--- config.mk ---
export PLATFORM = sky130hd
export DESIGN_NAME = multdiv_req_arbiter
export DESIGN_NICKNAME = d
export VERILOG_FILES = /design/src/rtl/multdiv_req_arbiter_pkg.sv /design/src/rtl/multdiv_req_arbiter_rr_arbiter2.sv /design/src/rtl/multdiv_req_arbiter.sv
export SDC_FILE = /design/constraint.sdc
export NUM_CORES = 1
export LEC_CHECK = 0
export ABC_AREA = 1
export BUFFER_PORTS_ARGS = -buffer_cell sky130_fd_sc_hd__buf_2
export CORE_AREA = 2 2 216 218
export CTS_CLUSTER_SIZE = 25
export DETAILED_ROUTE_END_ITERATION = 16
export DIE_AREA = 0 0 218 220
export GPL_TIMING_DRIVEN = 0
export HOLD_SLACK_MARGIN = 0.08
export MAX_ROUTING_LAYER = met4
export PLACE_DENSITY_LB_ADDON = 0.1
export SETUP_SLACK_MARGIN = 0.2
export SYNTH_ARGS = -nofsm -noshare
export SYNTH_HDL_FRONTEND = slang
export SYNTH_SLANG_ARGS = --single-unit
--- constraint.sdc ---
create_clock -name clk_i -period 1.6 [get_ports clk_i]
set_input_delay 0.08 -clock clk_i [delete_from_list [all_inputs] [get_ports clk_i]]
set_output_delay 0.08 -clock clk_i [all_outputs]
set_load 0.1 [all_outputs]
--- src/rtl/multdiv_req_arbiter_pkg.sv ---
// Shared types, sizes and helpers for the multdiv request arbiter.
// MULTDIV_DIT_EN (optional) enables latching of the data-independent-timing request.
package multdiv_req_arbiter_pkg;

  localparam int unsigned MD_ARB_NREQ = 2;
  localparam int unsigned MD_DATA_W   = 32;
  localparam int unsigned MD_ALU_W    = 33;
  localparam int unsigned MD_IMD_W    = 34;

  typedef enum logic [1:0] {
    MD_OP_MULL = 2'd0,
    MD_OP_MULH = 2'd1,
    MD_OP_DIV  = 2'd2,
    MD_OP_REM  = 2'd3
  } sel_md_op_e;

  typedef enum logic [1:0] {
    ARB_IDLE = 2'd0,
    ARB_BUSY = 2'd1,
    ARB_RESP = 2'd2
  } md_arb_state_e;

  // Operation captured from the winning requester at grant time.
  typedef struct packed {
    sel_md_op_e           op;
    logic [1:0]           sgn;
    logic [MD_DATA_W-1:0] a;
    logic [MD_DATA_W-1:0] b;
    logic                 dit;
  } md_req_t;

  function automatic logic md_is_mult(sel_md_op_e op);
    return (op == MD_OP_MULL) || (op == MD_OP_MULH);
  endfunction

endpackage

--- src/rtl/multdiv_req_arbiter_rr_arbiter2.sv ---
// Two-way round-robin pick; the pointer names the requester that wins a tie.
module md_rr_arbiter2
  import multdiv_req_arbiter_pkg::*;
(
  input  logic                   clk_i,
  input  logic                   rst_ni,
  input  logic [MD_ARB_NREQ-1:0] req_i,
  input  logic                   en_i,
  output logic [MD_ARB_NREQ-1:0] gnt_o,
  output logic                   valid_o
);

  logic ptr_q;
  logic win;

  assign win     = (req_i == 2'b11) ? ptr_q : req_i[1];
  assign valid_o = en_i && (req_i != '0);
  assign gnt_o   = valid_o ? (win ? 2'b10 : 2'b01) : 2'b00;

  // After each grant the other requester gets priority.
  always_ff @(posedge clk_i) begin
    if (!rst_ni) begin
      ptr_q <= 1'b0;
    end else if (valid_o) begin
      ptr_q <= ~win;
    end
  end

endmodule

--- src/rtl/multdiv_req_arbiter.sv ---
// Sequencer/arbiter in front of one shared slow multiply/divide unit.
// Optional MULTDIV_DIT_EN forwards the winner's data-independent-timing request.
module multdiv_req_arbiter
  import multdiv_req_arbiter_pkg::*;
#(
  parameter int unsigned MAX_CYCLES = 48
) (
  input  logic                                  clk_i,
  input  logic                                  rst_ni,
  input  logic [MD_ARB_NREQ-1:0]                req_i,
  input  sel_md_op_e [MD_ARB_NREQ-1:0]          req_op_i,
  input  logic [MD_ARB_NREQ-1:0][1:0]           req_sgn_i,
  input  logic [MD_ARB_NREQ-1:0][MD_DATA_W-1:0] req_a_i,
  input  logic [MD_ARB_NREQ-1:0][MD_DATA_W-1:0] req_b_i,
  input  logic [MD_ARB_NREQ-1:0]                req_dit_i,
  output logic [MD_ARB_NREQ-1:0]                gnt_o,
  output logic [MD_ARB_NREQ-1:0]                rvalid_o,
  input  logic [MD_ARB_NREQ-1:0]                rready_i,
  output logic [MD_DATA_W-1:0]                  rdata_o,
  output logic                                  rerr_o,
  output logic                                  md_mult_en_o,
  output logic                                  md_div_en_o,
  output logic                                  md_mult_sel_o,
  output logic                                  md_div_sel_o,
  output sel_md_op_e                            md_operator_o,
  output logic [1:0]                            md_signed_mode_o,
  output logic [MD_DATA_W-1:0]                  md_op_a_o,
  output logic [MD_DATA_W-1:0]                  md_op_b_o,
  input  logic [MD_ALU_W-1:0]                   md_alu_operand_a_i,
  input  logic [MD_ALU_W-1:0]                   md_alu_operand_b_i,
  output logic [MD_IMD_W-1:0]                   md_alu_adder_ext_o,
  output logic [MD_DATA_W-1:0]                  md_alu_adder_o,
  output logic                                  md_equal_to_zero_o,
  output logic                                  md_data_ind_timing_o,
  output logic [1:0][MD_IMD_W-1:0]              md_imd_val_q_o,
  input  logic [1:0][MD_IMD_W-1:0]              md_imd_val_d_i,
  input  logic [1:0]                            md_imd_val_we_i,
  output logic                                  md_ready_id_o,
  input  logic [MD_DATA_W-1:0]                  md_result_i,
  input  logic                                  md_valid_i
);

  localparam int unsigned CNT_W = $clog2(MAX_CYCLES);

  md_arb_state_e                state_q;
  md_req_t                      req_q;
  md_req_t                      win_req;
  logic                         owner_q;
  logic [MD_ARB_NREQ-1:0]       rvalid_q;
  logic [MD_DATA_W-1:0]         rdata_q;
  logic                         rerr_q;
  logic                         mult_q;
  logic                         div_q;
  logic [CNT_W-1:0]             wdog_q;
  logic [1:0][MD_IMD_W-1:0]     imd_q;
  logic [MD_ARB_NREQ-1:0]       arb_gnt;
  logic                         arb_valid;
  logic                         arb_en;
  logic                         win_idx;

  // Grants are only offered in IDLE and never while reset is asserted.
  assign arb_en  = rst_ni && (state_q == ARB_IDLE);
  assign win_idx = arb_gnt[1];

  md_rr_arbiter2 u_rr (
    .clk_i   (clk_i),
    .rst_ni  (rst_ni),
    .req_i   (req_i),
    .en_i    (arb_en),
    .gnt_o   (arb_gnt),
    .valid_o (arb_valid)
  );

  always_comb begin
    win_req     = '0;
    win_req.op  = req_op_i[win_idx];
    win_req.sgn = req_sgn_i[win_idx];
    win_req.a   = req_a_i[win_idx];
    win_req.b   = req_b_i[win_idx];
`ifdef MULTDIV_DIT_EN
    win_req.dit = req_dit_i[win_idx];
`endif
  end

  always_ff @(posedge clk_i) begin
    if (!rst_ni) begin
      state_q  <= ARB_IDLE;
      req_q    <= '0;
      owner_q  <= 1'b0;
      rvalid_q <= '0;
      rdata_q  <= '0;
      rerr_q   <= 1'b0;
      mult_q   <= 1'b0;
      div_q    <= 1'b0;
      wdog_q   <= '0;
    end else begin
      unique case (state_q)
        ARB_IDLE: begin
          if (arb_valid) begin
            state_q <= ARB_BUSY;
            req_q   <= win_req;
            owner_q <= win_idx;
            wdog_q  <= '0;
            mult_q  <= md_is_mult(win_req.op);
            div_q   <= !md_is_mult(win_req.op);
          end
        end
        ARB_BUSY: begin
          if (wdog_q != {CNT_W{1'b1}}) begin
            wdog_q <= wdog_q + CNT_W'(1);
          end
          // Dropping en/sel on leaving BUSY keeps multdiv from restarting.
          if (md_valid_i || (wdog_q == CNT_W'(MAX_CYCLES - 1))) begin
            state_q  <= ARB_RESP;
            mult_q   <= 1'b0;
            div_q    <= 1'b0;
            rvalid_q <= MD_ARB_NREQ'(1) << owner_q;
            rdata_q  <= md_valid_i ? md_result_i : {MD_DATA_W{1'b1}};
            rerr_q   <= !md_valid_i;
          end
        end
        ARB_RESP: begin
          if (rready_i[owner_q]) begin
            state_q  <= ARB_IDLE;
            rvalid_q <= '0;
          end
        end
        default: state_q <= ARB_IDLE;
      endcase
    end
  end

  // Intermediate values: cleared at grant, written by multdiv only while BUSY.
  always_ff @(posedge clk_i) begin
    if (!rst_ni || arb_valid) begin
      imd_q <= '0;
    end else if (state_q == ARB_BUSY) begin
      for (int unsigned k = 0; k < 2; k++) begin
        if (md_imd_val_we_i[k]) begin
          imd_q[k] <= md_imd_val_d_i[k];
        end
      end
    end
  end

  assign md_alu_adder_ext_o = {1'b0, md_alu_operand_a_i} + {1'b0, md_alu_operand_b_i};
  assign md_alu_adder_o     = md_alu_adder_ext_o[MD_DATA_W:1];
  assign md_equal_to_zero_o = (md_alu_adder_o == '0);

  assign gnt_o            = arb_gnt;
  assign rvalid_o         = rvalid_q;
  assign rdata_o          = rdata_q;
  assign rerr_o           = rerr_q;
  assign md_mult_en_o     = mult_q;
  assign md_mult_sel_o    = mult_q;
  assign md_div_en_o      = div_q;
  assign md_div_sel_o     = div_q;
  assign md_operator_o    = req_q.op;
  assign md_signed_mode_o = req_q.sgn;
  assign md_op_a_o        = req_q.a;
  assign md_op_b_o        = req_q.b;
  assign md_imd_val_q_o   = imd_q;
  assign md_ready_id_o    = (state_q == ARB_BUSY);

`ifdef MULTDIV_DIT_EN
  assign md_data_ind_timing_o = req_q.dit && (state_q == ARB_BUSY);
`else
  logic unused_dit;
  assign unused_dit           = ^{req_dit_i, req_q.dit};
  assign md_data_ind_timing_o = 1'b0;
`endif

endmodule

# == Word-level counts from Yosys, hierarchy flattened ==
# Cells that the tools add are included.
# Widths: inputs -> output; s select.
# classes
add_sub_neg,2
n_lt_le_gt_ge,2
n_eq_ne,10
n_shift,1
n_mux,28
n_bitwise,1
reduce_logical,22
# op_table
operator,count
$mux 32,5
$add 33x33->34,1
$logic_not 32->1,1
$mux 2,10
$mux 6,2
$pmux 6 s2,1
$reduce_and 3->1,4
$reduce_and 2->1,4
$add 6x1->6 const B,1
$eq 6x6->1 const B,1
$mux 1,6
$ne 6x6->1 const B,1
$pmux 2 s3,1
$reduce_bool 2->1,3
$eq 2x1->1 const B,2
$eq 2x2->1 const B,2
$logic_not 2->1,2
$lt 1x2->1 const B,2
$ne 2x1->1 const B,2
$ne 2x2->1 const B,2
$pmux 1 s2,2
$pmux 2 s2,1
$logic_not 1->1,3
$logic_or 1x1->1,3
other kinds (3),4
# totals
ff_bits,183
input_bits,313
out_inout_bits,246

# == Depth between registers and ports, before layout ==
# Gate-level depths: netlist (run 1).
# depth
ltp_word,11
ltp_mapped,19

# == Cells and area by module ==
# A second synthesis (run 1) with hierarchy kept.
# unflattened
cells_unflattened,1529
hier_area_um2,9943.3
# by_module_without_submodules
mod,instances,cells_per_inst,area_each_um2,seq_area_each_um2
multdiv_req_arbiter,1,1515,9863.2,3643.5
md_rr_arbiter2,1,14,80.1,20.0

# == Worst setup path before layout (run 1) ==
# No wires, ideal clock.
# synth_path
path_kind,input port to output port
startpoint,input port md_alu_operand_a_i[31]
endpoint,output port md_alu_adder_ext_o[33]
arrival_time_ns,3.974
required_time_ns,1.520
setup_slack_ns,-2.454
cell_stages,3
path_cell_list,ha_1 inv_1 o311ai_0
# synth_between
elab_chain_cells,1
# synth_lines
item,line_no,rtl
start: declaration,multdiv_req_arbiter.sv:29,"input logic [MD_ALU_W-1:0] md_alu_operand_a_i,"
$add 33x33->34,multdiv_req_arbiter.sv:146,"assign md_alu_adder_ext_o = {1'b0, md_alu_operand_a_i} + {1'b0, md_alu_operand_b_i};"
end: declaration,multdiv_req_arbiter.sv:31,"output logic [MD_IMD_W-1:0] md_alu_adder_ext_o,"
# Every way passes these cells.

# == Final worst setup path (run 1) ==
# layout_path
startpoint,input port md_alu_operand_b_i[0]
endpoint,output port md_equal_to_zero_o
# layout_between
elab_chain_cells,2
# layout_lines
item,line_no,rtl
start: declaration,multdiv_req_arbiter.sv:30,"input logic [MD_ALU_W-1:0] md_alu_operand_b_i,"
$add 33x33->34,multdiv_req_arbiter.sv:146,
$logic_not 32->1,multdiv_req_arbiter.sv:148,assign md_equal_to_zero_o = (md_alu_adder_o == '0);
end: declaration,multdiv_req_arbiter.sv:33,"output logic md_equal_to_zero_o,"
# Every way passes these cells.

==> results of run 1 <==
==> layer usage <==
layer	vias to the layer above	routed length, um	global-route usage [%]
met1	6182	19600	21.8
li1	6602	-	-
met5	-	0	-
met2	405	26600	36.0
met4	0	1220	6.87
met3	71	2610	4.32
==> synth_stat cells (3+ instances only) <==
library cell,count
nand3b_1,4
o21bai_1,5
nand2_2,3
xnor2_1,5
nor2_1,129
ha_1,34
buf_2,13
nand2_1,473
nor3_1,67
o21ai_0,69
nand3_1,75
nand4_1,13
and2_1,6
buf_4,39
inv_2,5
dfxtp_1,183
inv_1,221
mux2_2,68
a21oi_1,37
clkbuf_1,34
a22oi_1,6
==> final cells by class <==
cell class	count	area share (%)
antenna	2	0.0219
buffer	88	5.53
clock buffer	20	1.96
clock inverter	11	0.400
inverter	226	4.03
multi-input combinational	1020	34.4
sequential	183	16.1
tap	607	3.33
timing repair buffer	912	34.3
==> worst register-to-register path, stage by stage, from the launching register on <==
cell	delay, ns
dfxtp_2	0.36
buf_6	0.10
buf_6	0.08
buf_6	0.08
buf_6	0.09
inv_4	0.03
nor2_4	0.23
buf_6	0.17
clkinv_8	0.06
nor2_4	0.16
buf_12	0.18
clkbuf_16	0.16
nor2_4	0.03
nor3_2	0.16
==> power by group <==
part           internal (mW)  switching, mW
registers               4.95          0.299
logic                   4.82           8.51
clock network           2.05           2.03
total                   11.8           10.8
==> through the flow <==
stage               setup TNS (ns)  std cells  cell area [sq um]
floorplan                   -30.11       1516              11800
global placement            -63.74       2678              15300
detailed placement          -68.25       2678              15300
CTS                         -36.25       3014              20400
global route                -66.67       3069              22800
finish                      -51.06       3069              22800
==> state kept, by name, indices dropped and copies added (netlist names) <==
signal / cells
md_signed_mode_o: 2
rerr_o: 1
md_imd_val_q_o: 68
wdog_q: 6
md_div_en_o: 1
state_q: 2
rvalid_o: 2
rdata_o: 32
md_operator_o: 2
owner_q: 1
md_op_a_o: 32
u_rr.ptr_q: 1
md_op_b_o: 32
md_mult_en_o: 1
==> timing repair <==
action                                 CTS  global route
setup buffers                           58            36
cloned                                   7            17
pin swaps                               70           108
resized for setup                      418           527
endpoints found under the hold margin  173             2
setup endpoints to repair              297           285
==> worst paths after layout <==
kind | slack, ns | cells after the start | end | startpoint
max | -0.67 | 19 | md_equal_to_zero_o | md_alu_operand_b_i[0]
min | 0.05 | 4 | md_op_b_o[1]$_SDFFE_PN0P_ | req_i[1]
max reg2reg | -0.37 | 13 | rdata_o[22]$_SDFFE_PN0P_ | state_q[0]$_SDFFE_PN0P_
min reg2reg | 0.45 | 2 | md_op_b_o[21]$_SDFFE_PN0P_ | md_op_b_o[21]$_SDFFE_PN0P_
==> cells by family after synthesis <==
| family | synth area share [%] |
|---|---|
| simple gates | 31.5 |
| buf+inv | 13.1 |
| flops | 35.9 |
| compound gates | 6.99 |
| mux | 7.50 |
| fa+ha+maj | 4.36 |
| xor+xnor | 0.601 |
| other cells | 0.0367 |
==> placed cells by master (no fill, tap or decap), types with 36 or more instances in the layout <==
cell / instances
nand2_2: 97
nor3_1: 46
dfxtp_1: 179
buf_4: 55
nand2_4: 71
nor2_4: 36
nand2_1: 287
buf_6: 61
mux2_2: 68
nand3_2: 38
dlygate4sd3_1: 240
buf_2: 440
clkbuf_16: 36
inv_1: 186
nor2_1: 70
buf_12: 99
==> flow_summary.ini, run 1 <==
[floorplan]
fp.dieH_um = 220
die-area_sq_um = 48000
die_w_um = 218
start_util_pct = 22.3
core_sq_um = 45900
std_cell_rows = 79
ioPinCount = 559

[synthesis]
syn_inst = 1516
synth_top_cell_by_area = dfxtp_1
netlist.area_leader.share_pct = 35.9
synthTopCellsByArea = dfxtp_1 (36%), nand2_1 (17%), inv_1 (8.1%)
ys_seq_area_share_pct = 35.9
avgSynthCellArea_sq_um = 6.73
synth_edf_count = 0
async_flop_share_pct = 0
ys_types = 41
yosys_most_used_dff = dfxtp_1
syn_nets = 1864
ys_ff_latch = 183
yosysWarnings = 0
syn_area_sq_um = 10200

[setup_path]
crit_family = simple AND/OR/NAND/NOR gates
critPathKind = in -> out
crit_arrival_ns = 2.19
crit_path_end_kind = primary output
path_buf_inv = 6
critical_path_required_ns = 1.52
critPathMaxStageDelay_ns = 0.35
worstSetupStartpointType = input port
crit_chain = buf_6, ha_4, inv_2, fa_2, inv_2, nand2_2, nand2_2, nand2_2, inv_2, nand2_4, nand3_4, buf_4, nand3b_1, nand3_2, nand2_8, nor2_4, nand3_2, nor2_4, buf_12
critical_path.max_fanout = 3
crit_slowest_cell = fa_2

[global_route]
gr-usage-all-layers_pct = 20.0
overflow = 0
grt_pass1_wl_um = 71500
grt_max_degree = 17
antenna_found_initial = 2
grt_pass1_vias = 13101

[clocking]
clockRootBuffer = clkbuf_16
ctsHoldBuffers = 240
clkSinkCount = 183
h-tree-depth = 4
insertion_delay_ns = 0.48
cts_tree = done
path_clk_slew_ns = 0.08
clockBufferDepth = 2
cts_made_buffers = 17

[final_layout]
fillers = 4328
fin_util_pct = 49.8
final_nets = 2796
syn_to_final_growth_pct = 124
regArea_sq_um = 3670
drive_above_1_share_pct = 53.0
multi_input_area_sq_um = 7860

[sta]
skew_ns = 0.0104
finalCritPeriodShare_pct = 142
clock.fmax_mhz = 440
relSlewSlack_pct = 44.1
tightest_slew_ns = 0.839
finalHoldViolCount = 0
rsz0062_at_grt = true
slew_violations = 0
hold_slack_ns = 0.0491
finalSetupViolations = 236
period_needed_ns = 2.27
worst_slack_ns = -0.675

[placed_design]
dp_hpwl_um = 36700
port-buffer-count = 555
globalplace.congestion = 0.905
pre_cts_slack_ns = -1.33

[routing]
routedWlPerCell_um = 16.3
drc_errors = 0
dr.pass1.iters = 4
avgViaCountPerCell = 4.32
num_vias = 13260
totalWireLength_um = 50100
detail-route-antenna-nets = 0
drt_iter0_drc = 443

[power]
power.total_mw = 22.7
p_leak_nw = 11.7
powerDensity_nw_per_um2 = 992
peakVddDrop_mv = 0.660

[run_status]
violations = setup timing
status = finished, violations left

[hold_path]
hp-class = in -> reg

[flow_run]
maxCapViolations = 0
Power figures use the tool's default switching activity.
==> run 2, diff against run 1 <==
- ABC_AREA: 1 -> unset
- CORE_AREA: 2 2 216 218 -> 2 2 219 221
- DIE_AREA: 0 0 218 220 -> 0 0 221 223
- PLACE_DENSITY: unset -> 0.45
- PLACE_DENSITY_LB_ADDON: 0.1 -> unset
==> run 2 against run 1 <==
The run still ends with setup timing left; via count shrank 11%; sequential cell count is the same; synthesized area shrank 10%; worst hold slack gained 0.25 ns; setup slack lost 1.4 ns; clock power grew 5.1%; first-iteration DRC count shrank 25%.
==> flow_summary.ini, run 2 <==
[run_status]
status = finished, violations left
violations = setup timing

[global_route]
grt_pass1_vias = 11975
grt_pass1_wl_um = 70100
antenna_found_initial = 2
overflow = 0
gr-usage-all-layers_pct = 18.9
grt_max_degree = 18

[placed_design]
dp_cells = 2221
dp_hpwl_um = 34000
port-buffer-count = 555
globalplace.congestion = 0.840
pre_cts_slack_ns = -2.67

[power]
peakVddDrop_mv = 1.32
p_leak_nw = 10.9
power.total_mw = 23.5
pwr-share-comb_pct = 59.8
power.internal_mw = 12.5
powerDensity_nw_per_um2 = 1040
sequentialPowerShare_pct = 21.9
power_frac_clock_pct = 18.3
p_switching_mw = 11.0
p_sw_share_pct = 46.8

[clocking]
insertion_delay_ns = 0.50
clkSinkCount = 183
cts_tree = done
clockRootBuffer = clkbuf_16
h-tree-depth = 4
path_clk_slew_ns = 0.08
cts_made_buffers = 17
clockBufferDepth = 2

[sta]
rsz0062_at_grt = true
finalCritPeriodShare_pct = 230
relSlewSlack_pct = 38.8
period_needed_ns = 3.67
clock.fmax_mhz = 272
finalHoldViolCount = 0
skew_ns = 0.0147
tightest_slew_ns = 0.918
worst_slack_ns = -2.07
finalSetupViolations = 100
slew_violations = 0
fin_setup_tns_ns = -52.45

[setup_path]
worstSetupStartpointType = input port
crit_chain = buf_6, ha_4, inv_2, fa_2, nor2b_4, o21a_1, or3_4, a2111oi_2, or4b_4, nor4_4, nand4bb_1, or4b_4, nand4bb_1, nor4_2, buf_6
crit_family = simple AND/OR/NAND/NOR gates
r2r_slack_ns = -0.06
regToRegEndpoint = rdata_o[28]$_SDFFE_PN0P_
critical_path.max_fanout = 2
critPathMaxStageDelay_ns = 0.52
r2r_start = wdog_q[0]$_SDFFE_PN0P_
path_buf_inv = 3
setup.worst_path.start = md_alu_operand_a_i[0]
critPathKind = in -> out
rr_worst_depth = 8
crit_slowest_cell = or4b_4
path_depth = 15
cp-endpoint = md_equal_to_zero_o
crit_path_end_kind = primary output
critical_path_required_ns = 1.52
crit_arrival_ns = 3.59

[floorplan]
start_util_pct = 19.5
die_w_um = 221
fp.dieH_um = 223
ioPinCount = 559
core_sq_um = 47100
die-area_sq_um = 49300
std_cell_rows = 80

[synthesis]
ys_ff_latch = 183
synth_top_cell_by_area = dfxtp_1
yosysWarnings = 0
synthTopCellsByArea = dfxtp_1 (40%), nand2_1 (9.2%), mux2i_1 (7.2%)
ys_types = 56
async_flop_share_pct = 0
syn_inst = 1051
synth_most_common_cell = nand2_1
ys_seq_area_share_pct = 39.9
avgSynthCellArea_sq_um = 8.73
netlist.area_leader.share_pct = 39.9
syn_area_sq_um = 9180
yosys_most_used_dff = dfxtp_1
synth_edf_count = 0
syn_nets = 1399
synthTopCellsByCount = nand2_1 (225), dfxtp_1 (183), a21oi_1 (110), mux2i_1 (66), clkbuf_1 (65)

[hold_path]
hold_start = rst_ni
hp-class = in -> reg

[routing]
routedWlPerCell_um = 18.8
num_vias = 11746
dr.pass1.iters = 4
detail-route-antenna-nets = 0
drc_errors = 0
avgViaCountPerCell = 4.45
drt_iter0_drc = 331
totalWireLength_um = 49700

[final_layout]
final_common_cell = buf_2
instances_no_fill = 2637
final_nets = 2355
final_cell_mix = buf_2 (418), dlygate4sd3_1 (241), dfxtp_1 (176), nand2_1 (127), buf_12 (110)
drive_above_1_share_pct = 58.2
syn_to_final_growth_pct = 145
largest_register_ff_count = 68

[flow_run]
maxCapViolations = 0
-- run 2: changes by cell type in the layout (fill, tap and decap cells not counted), moves of 29 or more --
| cell | previous run | this run |
|---|---|---|
| a21oi_2 | 13 | 71 |
| clkbuf_4 | 33 | 62 |
| inv_1 | 186 | 11 |
| mux2_2 | 68 | 0 |
| mux2i_1 | 0 | 49 |
| nand2_1 | 287 | 127 |
| nand2_2 | 97 | 29 |
| nand3_2 | 38 | 2 |
| nor2_1 | 70 | 19 |
| nor3_1 | 46 | 0 |
| o211a_1 | 1 | 61 |
-- run 2: cell type report --
class | count | area [sq um]
diodes | 2 | 5.00
plain buffers | 105 | 1640
clock buffers | 21 | 450
clock inverters | 11 | 106
fillers | 4162 | 24600
inverters | 14 | 65.1
multi-input cells | 752 | 7580
flip-flops and latches | 183 | 3680
well taps | 615 | 769
repair buffers | 934 | 8230
-- run 2: worst min-delay path by stage --
| stage | cells after the start | end |
|---|---|---|
| finish | 6 | md_imd_val_q_o[67]$_SDFFE_PP0P_ |
| floorplan | 1 | md_op_a_o[1]$_SDFFE_PN0P_ |
| global route | 6 | md_imd_val_q_o[67]$_SDFFE_PP0P_ |
| global placement | 2 | md_op_b_o[1]$_SDFFE_PN0P_ |
| detailed placement | 2 | md_op_b_o[3]$_SDFFE_PN0P_ |
| CTS | 5 | md_imd_val_q_o[67]$_SDFFE_PP0P_ |
-- run 2: cells by family after synthesis --
group | share of synthesized area (%)
AO/OA/AOI/OAI | 23.5
XOR/XNOR | 2.86
adder cells (fa/ha/maj) | 4.85
buffers and inverters | 6.30
flip-flops | 39.9
multiplexers | 7.20
other | 0.0408
AND/OR/NAND/NOR | 15.3
-- run 2: power by group through the flow --
stage	Combinational, mW	Clock [mW]	Sequential, mW
detailed placement	10.2	0	5.23
CTS	12.8	4.46	5.13
global placement	10.1	0	5.22
finish	14.0	4.29	5.14
global route	14.5	4.59	5.18
floorplan	5.93	0	7.65
-- run 2: through the flow --
stage          instance area (sq um)  hold WS (ns)  util [%]
6_report                       22500         0.302      47.8
5_1_grt                        22500         0.296      47.8
4_1_cts                        20000         0.164      42.4
3_5_place_dp                   14500         0.303      30.7
3_3_place_gp                   14500         0.303      30.7
2_1_floorplan                  10900         0.213         -
-- run 2: per-layer routing --
layer	track usage (%)	share of wire (%)	vias to the layer above
li1	-	-	5649
met1	20.6	39	5599
met2	33.4	53	424
met3	4.77	5.3	74
met4	6.67	2.5	0
met5	-	0	-
-- run 2: timing repair --
item / in CTS / in global routing
setup buffers: 47 / 59
pin swaps: 80 / 108
hold buffers: 241 / 0
cloned: 11 / 24
gates resized for setup: 482 / 476
hold endpoints to repair: 173 / 0
endpoints found under the setup margin: 336 / 349
-- run 2: worst min-delay path, stage by stage --
cell      delay, ns
buf_2          0.10
o211ai_1       0.10
buf_4          0.17
buf_8          0.14
nand2_8        0.11
a21oi_1        0.05
